File: config.mk
export PLATFORM = sky130hd
export DESIGN_NAME = cpu_control_unit
export DESIGN_NICKNAME = d
export VERILOG_FILES = /design/src/rtl/cpu_control_unit.sv
export SDC_FILE = /design/constraint.sdc
export NUM_CORES = 1
export LEC_CHECK = 0
export BUFFER_PORTS_ARGS = -buffer_cell sky130_fd_sc_hd__buf_4
export CAP_MARGIN = 0
export CORE_MARGIN = 2
export CORE_UTILIZATION = 37
export CTS_CLUSTER_DIAMETER = 60
export DETAILED_ROUTE_END_ITERATION = 8
export SLEW_MARGIN = 40
export SYNTH_ARGS = -nofsm -noshare
export SYNTH_HDL_FRONTEND = slang
export SYNTH_SLANG_ARGS = --single-unit
File: constraint.sdc
create_clock -name Clk -period 4.9 [get_ports Clk]
set_input_delay 0.245 -clock Clk [delete_from_list [all_inputs] [get_ports Clk]]
set_output_delay 0.245 -clock Clk [all_outputs]
set_load 0.02 [all_outputs]
File: src/rtl/cpu_control_unit.sv
// Multi-cycle instruction sequencer: fetches 16-bit words, decodes register fields,
// optionally fetches an immediate extension word and strobes one register-file write.
module cpu_control_unit #(
    parameter int          PC_W      = 8,
    parameter logic [15:0] HALT_WORD = 16'hFFFF
) (
    input  logic            Clk,
    input  logic            Reset,
    input  logic [15:0]     Instr,
    input  logic            Instr_Valid,
    output logic            Instr_Ready,
    output logic [PC_W-1:0] PC,
    input  logic            N,
    input  logic            Z,
    input  logic            C,
    output logic            W_En,
    output logic [2:0]      W_Adr,
    output logic [2:0]      R_Adr,
    output logic [2:0]      S_Adr,
    output logic            S_Sel,
    output logic [15:0]     DS,
    output logic [3:0]      ALU_OP,
    output logic [2:0]      Flags,
    output logic            Halted,
    output logic [15:0]     Instr_Count
);

    typedef enum logic [2:0] {
        FETCH     = 3'd0,
        DECODE    = 3'd1,
        FETCH_IMM = 3'd2,
        EXECUTE   = 3'd3,
        HALT      = 3'd4
    } state_t;

    state_t          state_r;
    state_t          next_state_s;
    logic            accept_s;
    logic [15:0]     ir_r;
    logic [15:0]     ds_r;
    logic [15:0]     count_r;
    logic [PC_W-1:0] pc_r;
    logic [2:0]      flags_r;
    logic            instr_ready_r;
    logic            w_en_r;
    logic            halted_r;

    function automatic logic [15:0] sat_inc(input logic [15:0] value);
        if (value == 16'hFFFF) begin
            return value;
        end else begin
            return value + 16'd1;
        end
    endfunction

    // Next-state selection and word-acceptance handshake
    always_comb begin
        next_state_s = state_r;
        accept_s     = 1'b0;
        case (state_r)
            FETCH, FETCH_IMM: begin
                if (Instr_Valid && instr_ready_r) begin
                    accept_s     = 1'b1;
                    next_state_s = (state_r == FETCH) ? DECODE : EXECUTE;
                end else begin
                    next_state_s = state_r;
                end
            end
            DECODE: begin
                if (ir_r == HALT_WORD) begin
                    next_state_s = HALT;
                end else if (ir_r[2]) begin
                    next_state_s = FETCH_IMM;
                end else begin
                    next_state_s = EXECUTE;
                end
            end
            EXECUTE: next_state_s = FETCH;
            HALT:    next_state_s = HALT;
            default: next_state_s = FETCH;
        endcase
    end

    // State, architectural registers and registered per-state strobes
    always_ff @(posedge Clk) begin
        if (Reset) begin
            state_r       <= FETCH;
            pc_r          <= {PC_W{1'b0}};
            ir_r          <= 16'h0000;
            ds_r          <= 16'h0000;
            flags_r       <= 3'b000;
            count_r       <= 16'h0000;
            instr_ready_r <= 1'b1;
            w_en_r        <= 1'b0;
            halted_r      <= 1'b0;
        end else begin
            state_r       <= next_state_s;
            instr_ready_r <= (next_state_s == FETCH) || (next_state_s == FETCH_IMM);
            w_en_r        <= (next_state_s == EXECUTE);
            halted_r      <= (next_state_s == HALT);
            if (accept_s) begin
                pc_r <= pc_r + PC_W'(1);
                if (state_r == FETCH) begin
                    ir_r <= Instr;
                end else begin
                    ds_r <= Instr;
                end
            end
            if (state_r == EXECUTE) begin
                flags_r <= {N, Z, C};
                count_r <= sat_inc(count_r);
            end
        end
    end

    // The write strobe is masked by Reset so a reset landing in EXECUTE never writes
    assign W_En        = w_en_r & ~Reset;
    assign Instr_Ready = instr_ready_r;
    assign Halted      = halted_r;
    assign PC          = pc_r;
    assign ALU_OP      = ir_r[15:12];
    assign W_Adr       = ir_r[11:9];
    assign R_Adr       = ir_r[8:6];
    assign S_Adr       = ir_r[5:3];
    assign S_Sel       = ir_r[2];
    assign DS          = ds_r;
    assign Flags       = flags_r;
    assign Instr_Count = count_r;

endmodule

# Word level (Yosys, flattened, before mapping)

Cells that the tools add are included.

Input port bits: 22
Latch bits: 0
Memory bits (read-only): 0
Register bits after elaboration: 65
Memories: 0
Memory bits (writable): 0

Shift operators: 0
$add $sub $neg: 2
Divide/modulo/power cells: 0
Equality and inequality tests: 9
$lt $le $gt $ge: 0
Multiply operators: 0
Mux-type cells: 7
Reduce and logical (&&, ||, !) cells: 8
Bitwise logic cells: 4

Operator list:

| cell                    | number |
|---|---|
| $eq A16 B16 Y1 const B  | 2 |
| $add A16 B1 Y16 const B | 1 |
| $eq A3 B2 Y1 const B    | 4 |
| $pmux W3 S3             | 1 |
| $add A8 B1 Y8 const B   | 1 |
| $eq A3 B3 Y1 const B    | 2 |
| $logic_not A3 Y1        | 2 |
| $mux W3                 | 2 |
| $reduce_and A2 Y1       | 3 |
| $eq A3 B1 Y1 const B    | 1 |
| $mux W1                 | 3 |
| $not A1 Y1              | 3 |
| $mux W2                 | 1 |
| $reduce_or A2 Y1        | 1 |
| $and A1 B1 Y1           | 1 |
| $logic_and A1 B1 Y1     | 1 |
| $logic_or A1 B1 Y1      | 1 |

# Depth between registers and ports, before layout

Gate-level depths: netlist of the first run.

Depth in word-level cells: 6
Depth in mapped cells: 7

# Worst setup path before layout of the first run

No wires, ideal clock.

Kind: register -> register
From: register count_r[0] (netlist: Instr_Count[0])
To: register count_r[9] (netlist: Instr_Count[9])
Path buffers: 0
Library setup time: 0.070 ns
Stages on the path, launching flop included: 6
Data required time: 4.830 ns
Setup slack: 3.192 ns
Clock period less this slack: 1.708 ns
Arrival: 1.637 ns
Path through: dfxtp_1 > ha_1 > and4_4 > nor3b_2 > or4_1 > a21oi_1

Longest elaborated chain between the ends: 3
Elaborated cells on any way between the ends: 4
Those cells by class: add/sub (1); eq/ne (1); bitwise (1); reduce/logical (1)

RTL lines:

| element                                                 | RTL line | text |
|---|---|---|
| start, declared                                         | 41       | `logic [15:0] count_r;` |
| start signal, assigned                                  | 111      | `count_r <= sat_inc(count_r);` |
| branches (longest 3 deep; another with $add A16 B1 Y16) | -        |  |

Parallel ways; which one is timed is not known.
A chain may end at the register's enable or synchronous reset.

# Worst setup path after layout of the first run

From: register state_r[2]
To: register ds_r[15] (netlist: DS[15])

Longest elaborated chain between the ends: 4
Elaborated cells on any way between the ends: 6
Those cells by class: eq/ne (1); mux (1); bitwise (1); reduce/logical (3)

RTL lines:

| element                                          | RTL line | text |
|---|---|---|
| start, declared                                  | 36       | `state_t state_r;` |
| start signal, assigned                           | 97       | `state_r <= next_state_s;` |
| $eq A3 B2 Y1 or $logic_not A3 Y1 (tied branches) | 60, 103  |  |
| $reduce_or A2 Y1                                 | 60       | `case (state_r)` |
| $mux W1                                          | 60       |  |
| $reduce_and A2 Y1 (no line) (*)                  | -        |  |
| end signal, assigned                             | 106      | `ds_r <= Instr;` |
| end, declared                                    | 40       | `logic [15:0] ds_r;` |

Mark *: on every way between the ends. The rest lies on a longest branch, timed or not.

==> results of run 1 <==
[final timing paths]
kind / startpoint / to / slack, ps / cells past startpoint
worst min register to register: Flags[0]$_SDFFE_PP0P_ / Flags[0]$_SDFFE_PP0P_ / 450 / 2
worst max register to register: state_r[2]$_SDFF_PP0_ / DS[15]$_SDFFE_PP0P_ / 2810 / 4
worst min-delay path: C / Flags[0]$_SDFFE_PP0P_ / 160 / 3
worst max-delay path: state_r[2]$_SDFF_PP0_ / DS[15]$_SDFFE_PP0P_ / 2810 / 4
[cell type report]
type / count / area [sq um]
well taps: 99 / 123.9
fillers: 735 / 3735
repair buffers: 81 / 608.1
inverters: 1 / 3.754
multi-input cells: 231 / 1271
clock buffers: 10 / 127.6
flip-flops and latches: 65 / 1301
clock inverters: 6 / 82.58
[routing by layer]
layer  wire length (um)  vias to the layer above  GRT usage  part of all wire
met1               3147                     1159     0.2170              0.48
met4                125                        0    0.07308             0.019
li1                   -                     1250          -                 -
met5                  0                        -          0                 0
met2               2987                       59     0.2475              0.45
met3                347                       12    0.04341             0.053
[cells in the mapped netlist, drive strengths merged (2+ instances only)]
master,count
nand2,84
dfxtp,65
a21oi,55
buf,21
nand4,14
clkbuf,10
o21ai,10
nor2,9
or3,9
o31ai,6
or4,5
xor2,4
and4,3
nor3b,3
xnor2,3
and3,2
ha,2
nand2b,2
nand3,2
nor3,2
o2111ai,2
[kinds of logic (layout without fill, tap and decap cells)]
family                     Yosys count  count (layout)  share of synthesized area
adders and majority gates            2               2                   0.009069
xor gates and xnor gates             7               7                    0.02222
AOI/OAI and AO/OA                   77              77                     0.1551
DFF                                 65              65                     0.4717
and+or+nand+nor                    145             145                     0.2721
buffers and inverters               32              98                    0.06984
[power breakdown]
group | switching (mW) | leakage, nW | internal (mW) | total [mW]
clock | 0.206 | 0.106 | 0.284 | 0.490
sequential | 0.0196 | 0.527 | 0.550 | 0.570
combinational | 0.0791 | 0.744 | 0.0539 | 0.133
total | 0.305 | 1.38 | 0.888 | 1.19
[flip-flops by register name, indices dropped and copies added (netlist names)]
signal,flops
w_en_r,1
ir_r,16
DS,16
Instr_Ready,1
Halted,1
PC,8
state_r,3
Flags,3
Instr_Count,16
[worst max-delay path: stages, from the launching register on]
cell and delay, ps:
dfxtp_1 360, nor4bb_2 720, nand2_1 580, nand2_1 210
a21oi_1 80
[per-stage QoR]
stage / instances / utilization / worst slack, ps / power, mW
after floorplan: 328 / - / 3192 / 0.6721
after global placement: 477 / 0.4552 / 2448 / 0.7138
after detailed placement: 477 / 0.4561 / 2787 / 0.7164
after CTS: 493 / 0.4851 / 2768 / 1.209
after global routing: 493 / 0.4851 / 2538 / 1.243
final: 493 / 0.4851 / 2807 / 1.193
==> run metrics, run 1 <==
placed inst area 3308 sq um; worst clock skew 6.622 ps; critical path class reg -> reg; Worst Path Arrival 2290 ps; LEAKAGE 1.377 nW; Core Region 7253 sq um; initial DRC count 129; largest net degree at the start of global routing 67; post-synth top area share 0.4717; grt ovf 0; Routed WL 6607 um; Min-Delay Path Class in -> reg; PwrDens 339.0 nW/um^2; period utilization 0.4271; Initial Utilization 0.3804; CP Capture Type flip-flop; first-pass GRT wire length 10,710 um; minimum clock period 2093 ps; 1st-pass router iterations 4; RSZ-0062 raised after global routing no; post-synthesis async set-or-reset flop share 0; Worst EP required 5090 ps; Synth area leaders dfxtp_1 47%, nand2_1 11%, a21oi_1 10%; area grow syn2layout 27.53%; Syn Inst Count 328; num rows 31; Max Slew Vio Count 0; hold-fix buffers at CTS 0; dominant cell type by area after synthesis dfxtp_1; clock tree buffer depth 2; Max Cap Viol 0; Final nets 413; Chip Width 90.35 um; final setup violation count 0; final non-filler cell area 3518 sq um; number of enable flip-flop cells after synthesis 0; antenna cells 0; critical path launch point type flip-flop; Main synth FF type dfxtp_1; number of setup buffers added after CTS 0; overall routing resource usage 0.1630; die area 8163 sq um; Placer Congestion 0.7537; most frequent cells in the layout 84 x nand2_1, 81 x buf_4, 65 x dfxtp_1, 55 x a21oi_1, 11 x nand4_1; vias in the first global route 2,217; I/O Buffers 81; worst-margin pin slew 769.9 ps; Remaining DRCs 0; syn_area_per_cell 8.411 sq um; CTS Root Cell clkbuf_8; layout cells sized above 1 0.2716; synthesized flop and latch total 65; Slew Limit Headroom 0.4793; fmax 477.8 MHz; TritonCTS clock tree built; Syn Nets 352; Clock Latency Late Sink 340 ps; register area share after synthesis 0.4717; status complete, no violations; total clock sinks 65; critical path fanouts, max 17; most common cell after layout, fill and taps aside nand2_1; post-CTS resize count 0; Die Y 90.35 um; CTS H-tree lvls 3; Yosys warnings 0; I/O Pins 82; initial antenna violation count 0; Hold Violations, Final 0; post-synth cell types 45; worst hold margin 156.8 ps; VDD IR-drop max 0.1499 mV; hpwl dp 4528 um; via count 2,480; via density per instance 5.030; Post-Syn Area 2759 sq um; CTS buffer count 9; setup tns final 0 ps; WL per Instance 13.40 um; CTS clk-pin slew, worst paths 70 ps; Routed Antenna Nets 0
No activity file was read; power rests on OpenSTA's default activity.
==> run 2: changes to the inputs <==
clock period = 2 ns   (was 4.9 ns; I/O delays follow)
==> run metrics, run 2 (synthesis results as in run 1) <==
initial DRC count 81 (-37%); most frequent cells in the layout 91 x buf_4, 84 x nand2_1, 65 x dfxtp_1, 55 x a21oi_1; number of setup buffers added after CTS 0 (unchanged); critical path class reg -> reg; CTS buffer count 9 (unchanged); Slew Limit Headroom 0.5489 (+0.06953); minimum clock period 1751 ps (-341.8 ps); final non-filler cell area 3699 sq um (+5.1%); period utilization 0.8755 (+0.4484); final core occ 0.5099 (+0.02484); first-pass GRT wire length 11,020 um (+2.9%); post-CTS resize count 0 (unchanged); die area 8163 sq um (unchanged); critical path fanouts, max 9 (-8); Total Power 2.964 mW (+150%); worst-margin pin slew 667.6 ps (-102.3 ps); 1st-pass router iterations 4 (unchanged); layout cells sized above 1 0.2771 (+0.005535); Max stage delay on crit path 350 ps (-370 ps); area grow syn2layout 34.06%; Max Cap Viol 0 (unchanged); num rows 31 (unchanged); Worst EP required 2270 ps (-2820 ps); setup tns final 0 ps (unchanged); total clock sinks 65 (unchanged); Initial Utilization 0.3804 (unchanged); initial antenna violation count 0 (unchanged); most common cell after layout, fill and taps aside buf_4; LEAKAGE 1.465 nW (+6.4%); Worst Path Arrival 2020 ps (-270 ps); Routed WL 6741 um (+2.0%); status complete, no violations; Chip Width 90.35 um (unchanged); antenna cells 0 (unchanged); worst path cell trace ha_1, and4_4, and4bb_1, buf_4, or3_1, a21oi_1; largest net degree at the start of global routing 49 (-27%); Routed Antenna Nets 0 (unchanged); Core Region 7253 sq um (unchanged); WL per Instance 13.11 um (-2.1%); I/O Pins 82 (unchanged); CTS clk-pin slew, worst paths 70 ps (about the same); CTS H-tree lvls 3 (unchanged); clock tree buffer depth 2 (unchanged); Placer Congestion 0.8340 (+11%); RSZ-0062 raised after global routing no; CP Capture Type flip-flop; Hold Violations, Final 0 (unchanged); TritonCTS clock tree built; worst clock skew 9.711 ps (+3.089 ps); grt ovf 0 (unchanged); VDD IR-drop max 0.4491 mV (+200%); overall routing resource usage 0.1667 (+0.003774); Max Slew Vio Count 0 (unchanged); vias in the first global route 2,288 (+3.2%); Final nets 434 (+5.1%); placed inst area 3377 sq um (+2.1%); hpwl dp 4623 um (+2.1%); Die Y 90.35 um (unchanged); CP bufs+invs 1 (+1); via density per instance 4.977 (-1.1%); fmax 571.1 MHz (+20%); Remaining DRCs 0 (unchanged); Crit-path slowest cell dfxtp_1; critical path launch point type flip-flop; I/O Buffers 81 (unchanged); PwrDens 801.4 nW/um^2 (+140%); crit-path leading delay family simple AND/OR/NAND/NOR gates; Clock Latency Late Sink 340 ps (about the same); Min-Delay Path Class in -> reg; CTS Root Cell clkbuf_8; final setup violation count 0 (unchanged); via count 2,558 (+3.1%)
[run 2: changes by cell type in the layout (fill, tap and decap cells not counted)]
cell | before | now
dlygate4sd3_1 | 0 | 11
buf_4 | 81 | 91
clkinv_2 | 3 | 1
clkbuf_1 | 1 | 2
clkinvlp_4 | 1 | 2
nor4bb_1 | 0 | 1
nor4bb_2 | 1 | 0
[run 2: per-stage QoR]
| step | hold WS (ps) | instances | setup slack, ps |
|---|---|---|---|
| floorplan | 236.0 | 328 | 292.3 |
| detailed placement | 356.5 | 487 | 259.7 |
| global route | 1.160 | 514 | 78.57 |
| global placement | 347.2 | 487 | 294.0 |
| finish | 17.71 | 514 | 249.0 |
| CTS | 1.414 | 514 | 243.3 |
[run 2: layout make-up]
| class | instances | area (sq um) |
|---|---|---|
| flip-flops and latches | 65 | 1301 |
| inverters | 1 | 3.754 |
| fillers | 731 | 3555 |
| multi-input cells | 231 | 1265 |
| repair buffers | 102 | 793.3 |
| clock inverters | 5 | 80.08 |
| well taps | 99 | 123.9 |
| clock buffers | 11 | 131.4 |
[run 2: routing by layer]
metal | GRT usage | share of wire
met1 | 0.2160 | 0.46
met3 | 0.05593 | 0.068
met2 | 0.2550 | 0.46
met5 | 0 | 0
met4 | 0.06795 | 0.0065
[run 2: worst min-delay path, delay by kind of cell]
family                 cells  cell delay [ps]
and+or+nand+nor            1               50
buffers and inverters      1              110
AOI/OAI and AO/OA          1               50
[run 2: what timing repair did]
action	4_1_cts	5_1_grt
endpoints found under the setup margin	0	0
hold buffers	11	0
hold endpoints to repair	14	0
[run 2: where the power goes]
part	internal (mW)	switching, mW	total, mW	leakage, nW
registers	1.35	0.0447	1.39	0.527
logic	0.160	0.202	0.362	0.838
clock network	0.701	0.509	1.21	0.0995
total	2.21	0.756	2.96	1.46
[run 2: worst paths after layout]
kind,startpoint,end,slack (ps),cells past startpoint
hold / removal,Instr[9],DS[9]$_SDFFE_PP0P_,20,3
setup reg to reg,Instr_Count[0]$_SDFFE_PP0P_,Instr_Count[3]$_SDFFE_PP0P_,250,6
hold reg to reg,Flags[2]$_SDFFE_PP0P_,Flags[2]$_SDFFE_PP0P_,460,2
setup / recovery,Instr_Count[0]$_SDFFE_PP0P_,Instr_Count[3]$_SDFFE_PP0P_,250,6
==> run 3: changes to the inputs <==
ABC_AREA = 1   (was default)
RECOVER_POWER = 50   (was default)
==> run metrics, run 3 <==
Worst EP required 2240 ps (-30 ps); placed inst area 3575 sq um (+5.9%); multi-input logic area 1384 sq um (+9.4%); hold-fix buffers at CTS 1 (-10); post-synth top area share 0.4355 (-0.03614); Syn Inst Count 416 (+27%); I/O Pins 82 (unchanged); LEAKAGE 1.264 nW (-14%); Crit-path slowest cell dfxtp_1; Synth area leaders dfxtp_1 44%, nand2_1 13%, a21oi_1 8.5%; post-CTS resize count 0 (unchanged); Main synth FF type dfxtp_1; post-synthesis compound-gate area fraction 0.1089 (-0.04622); Synth Area in Adders 0.008375 (-0.0006951); top post-synthesis cells by count 102 x nand2_1, 65 x dfxtp_1, 51 x a21oi_1; WL per Instance 12.30 um (-6.2%); status complete, no violations; count leader, synth nand2_1; via density per instance 4.869 (-2.2%); Max Cap Viol 0 (unchanged); largest net degree at the start of global routing 48 (-2.0%); dominant cell type by area after synthesis dfxtp_1; CTS Root Cell clkbuf_8; critical path launch point type flip-flop; CTS clk-pin slew, worst paths 80 ps (about the same); die area 8810 sq um (+7.9%); Routed WL 7255 um (+7.6%); antenna cells 0 (unchanged); Max Slew Vio Count 0 (unchanged); Routed Antenna Nets 0 (unchanged); Final nets 507 (+17%); largest family of logic cells by synthesized area simple AND/OR/NAND/NOR gates; setup tns final 0 ps (unchanged); via count 2,873 (+12%); clock tree buffer depth 2 (unchanged); syn_area_per_cell 7.182 sq um (-15%); synthesized flop and latch total 65 (unchanged); multiplexer share of the synthesized area 0 (unchanged); register area 1301 sq um (unchanged); final non-filler cell area 3530 sq um (-4.6%); fillcell total 881 (+21%); Core Region 7767 sq um (+7.1%); Synth Area in XOR/XNOR 0.01759 (-0.004634); worst path cell trace ha_1, nand2_2, nor2_2, nand2_2, nor2_4, nor2_4, nand3_1, nand2_1, nor2_1; Yosys warnings 0 (unchanged); Remaining DRCs 0 (unchanged); register area share after synthesis 0.4355 (-0.03614); Syn Nets 440 (+25%); critical path class reg -> reg; CTS buffer count 9 (unchanged); number of enable flip-flop cells after synthesis 0 (unchanged); period utilization 0.7824 (-0.09312); area grow syn2layout 18.13%; first-pass GRT wire length 11,960 um (+8.6%); layout cells sized above 1 0.1250 (-0.1521); post-synth cell types 27 (-40%); worst-margin pin slew 565.1 ps (-102.5 ps); most common cell after layout, fill and taps aside nand2_1; worst clock skew 12.06 ps (+2.344 ps); initial DRC count 90 (+11%); CP bufs+invs 0 (-1); total clock sinks 65 (unchanged); number of setup buffers added after CTS 0 (unchanged); Min-Delay Path Class in -> reg; Post-Synth Simple-Gate Area 0.3291 (+0.05704); Worst Path Arrival 1810 ps (-210 ps); Slew Limit Headroom 0.6229 (+0.07400); final setup violation count 0 (unchanged); minimum clock period 1565 ps (-186.2 ps); fmax 639.1 MHz (+12%); critical path fanouts, max 16 (+7); Placer Congestion 0.7930 (-4.9%); vias in the first global route 2,626 (+15%); Hold Violations, Final 0 (unchanged); overall routing resource usage 0.1690 (+0.002253); Die Y 93.86 um (+3.9%); most frequent cells in the layout 102 x nand2_1, 65 x dfxtp_1, 60 x clkbuf_1, 51 x a21oi_1, 49 x nand3_1; Chip Width 93.86 um (+3.9%); Initial Utilization 0.3847 (+0.004296); TritonCTS clock tree built; initial antenna violation count 0 (unchanged); I/O Buffers 81 (unchanged); grt ovf 0 (unchanged); crit-path leading delay family simple AND/OR/NAND/NOR gates; 1st-pass router iterations 5 (+1); Clock Latency Late Sink 340 ps (about the same); Max stage delay on crit path 370 ps (+20 ps); RSZ-0062 raised after global routing no; CTS H-tree lvls 3 (unchanged); hpwl dp 5060 um (+9.5%); Post-Syn Area 2988 sq um (+8.3%); num rows 32 (+3.2%); VDD IR-drop max 0.3072 mV (-32%); PwrDens 774.9 nW/um^2 (-3.3%); CP Capture Type flip-flop; post-synthesis async set-or-reset flop share 0 (unchanged)
-- run 3: cell count changes after synthesis, sizes merged, moves of 6 or more --
cell   change
nand3     +48
nor2      +43
inv       +28
nand2     +25
nand4      -9
or3        -9
o31ai      -6
-- run 3: final cells by class --
cell class / count / area share
multi-input combinational: 292 / 0.3921
sequential: 65 / 0.3687
timing repair buffer: 85 / 0.1223
clock buffer: 10 / 0.03616
tap: 102 / 0.03616
inverter: 30 / 0.03226
clock inverter: 6 / 0.01241
-- run 3: routing by layer --
metal | GRT usage | vias to the layer above | part of all wire
li1 | - | 1467 | -
met3 | 0.05377 | 11 | 0.076
met2 | 0.2810 | 92 | 0.46
met5 | 0 | - | 0
met1 | 0.2073 | 1303 | 0.45
met4 | 0.05435 | 0 | 0.011
-- run 3: tightest hold or removal path: stages --
cell,delay (ps)
buf_4,70
o21ai_0,70
nor2_1,80
-- run 3: kinds of logic after synthesis --
group / count (synthesis)
adders and majority gates: 2
buffers and inverters: 59
DFF: 65
AOI/OAI and AO/OA: 64
and+or+nand+nor: 220
xor gates and xnor gates: 6
-- run 3: through the flow --
stage	total power, mW	hold WS [ps]	utilization	setup WS, ps	std cells
after global placement	1.814	352.3	0.4602	469.0	573
after floorplan	1.688	264.4	-	400.3	416
after CTS	2.813	1.734	0.4836	410.3	590
after detailed placement	1.817	358.1	0.4602	413.0	573
after global routing	2.873	23.96	0.4544	287.2	590
final	2.735	17.83	0.4544	435.2	590
-- run 3: path summary, 6_finish.rpt --
| check | startpoint | endpoint | slack, ps | cells past startpoint |
|---|---|---|---|---|
| setup reg to reg | Instr_Count[0]$_SDFFE_PP0P_ | Instr_Count[14]$_SDFFE_PP0P_ | 440 | 9 |
| hold reg to reg | ir_r[0]$_SDFFE_PP0P_ | ir_r[0]$_SDFFE_PP0P_ | 460 | 2 |
| hold / removal | Z | Flags[1]$_SDFFE_PP0P_ | 20 | 3 |
| setup / recovery | Instr_Count[0]$_SDFFE_PP0P_ | Instr_Count[14]$_SDFFE_PP0P_ | 440 | 9 |
-- run 3: where the power goes --
part	switching (mW)	internal, mW	total (mW)	leakage (nW)
sequential	0.0425	1.35	1.39	0.527
clock	0.534	0.454	0.988	0.0866
combinational	0.243	0.114	0.357	0.650
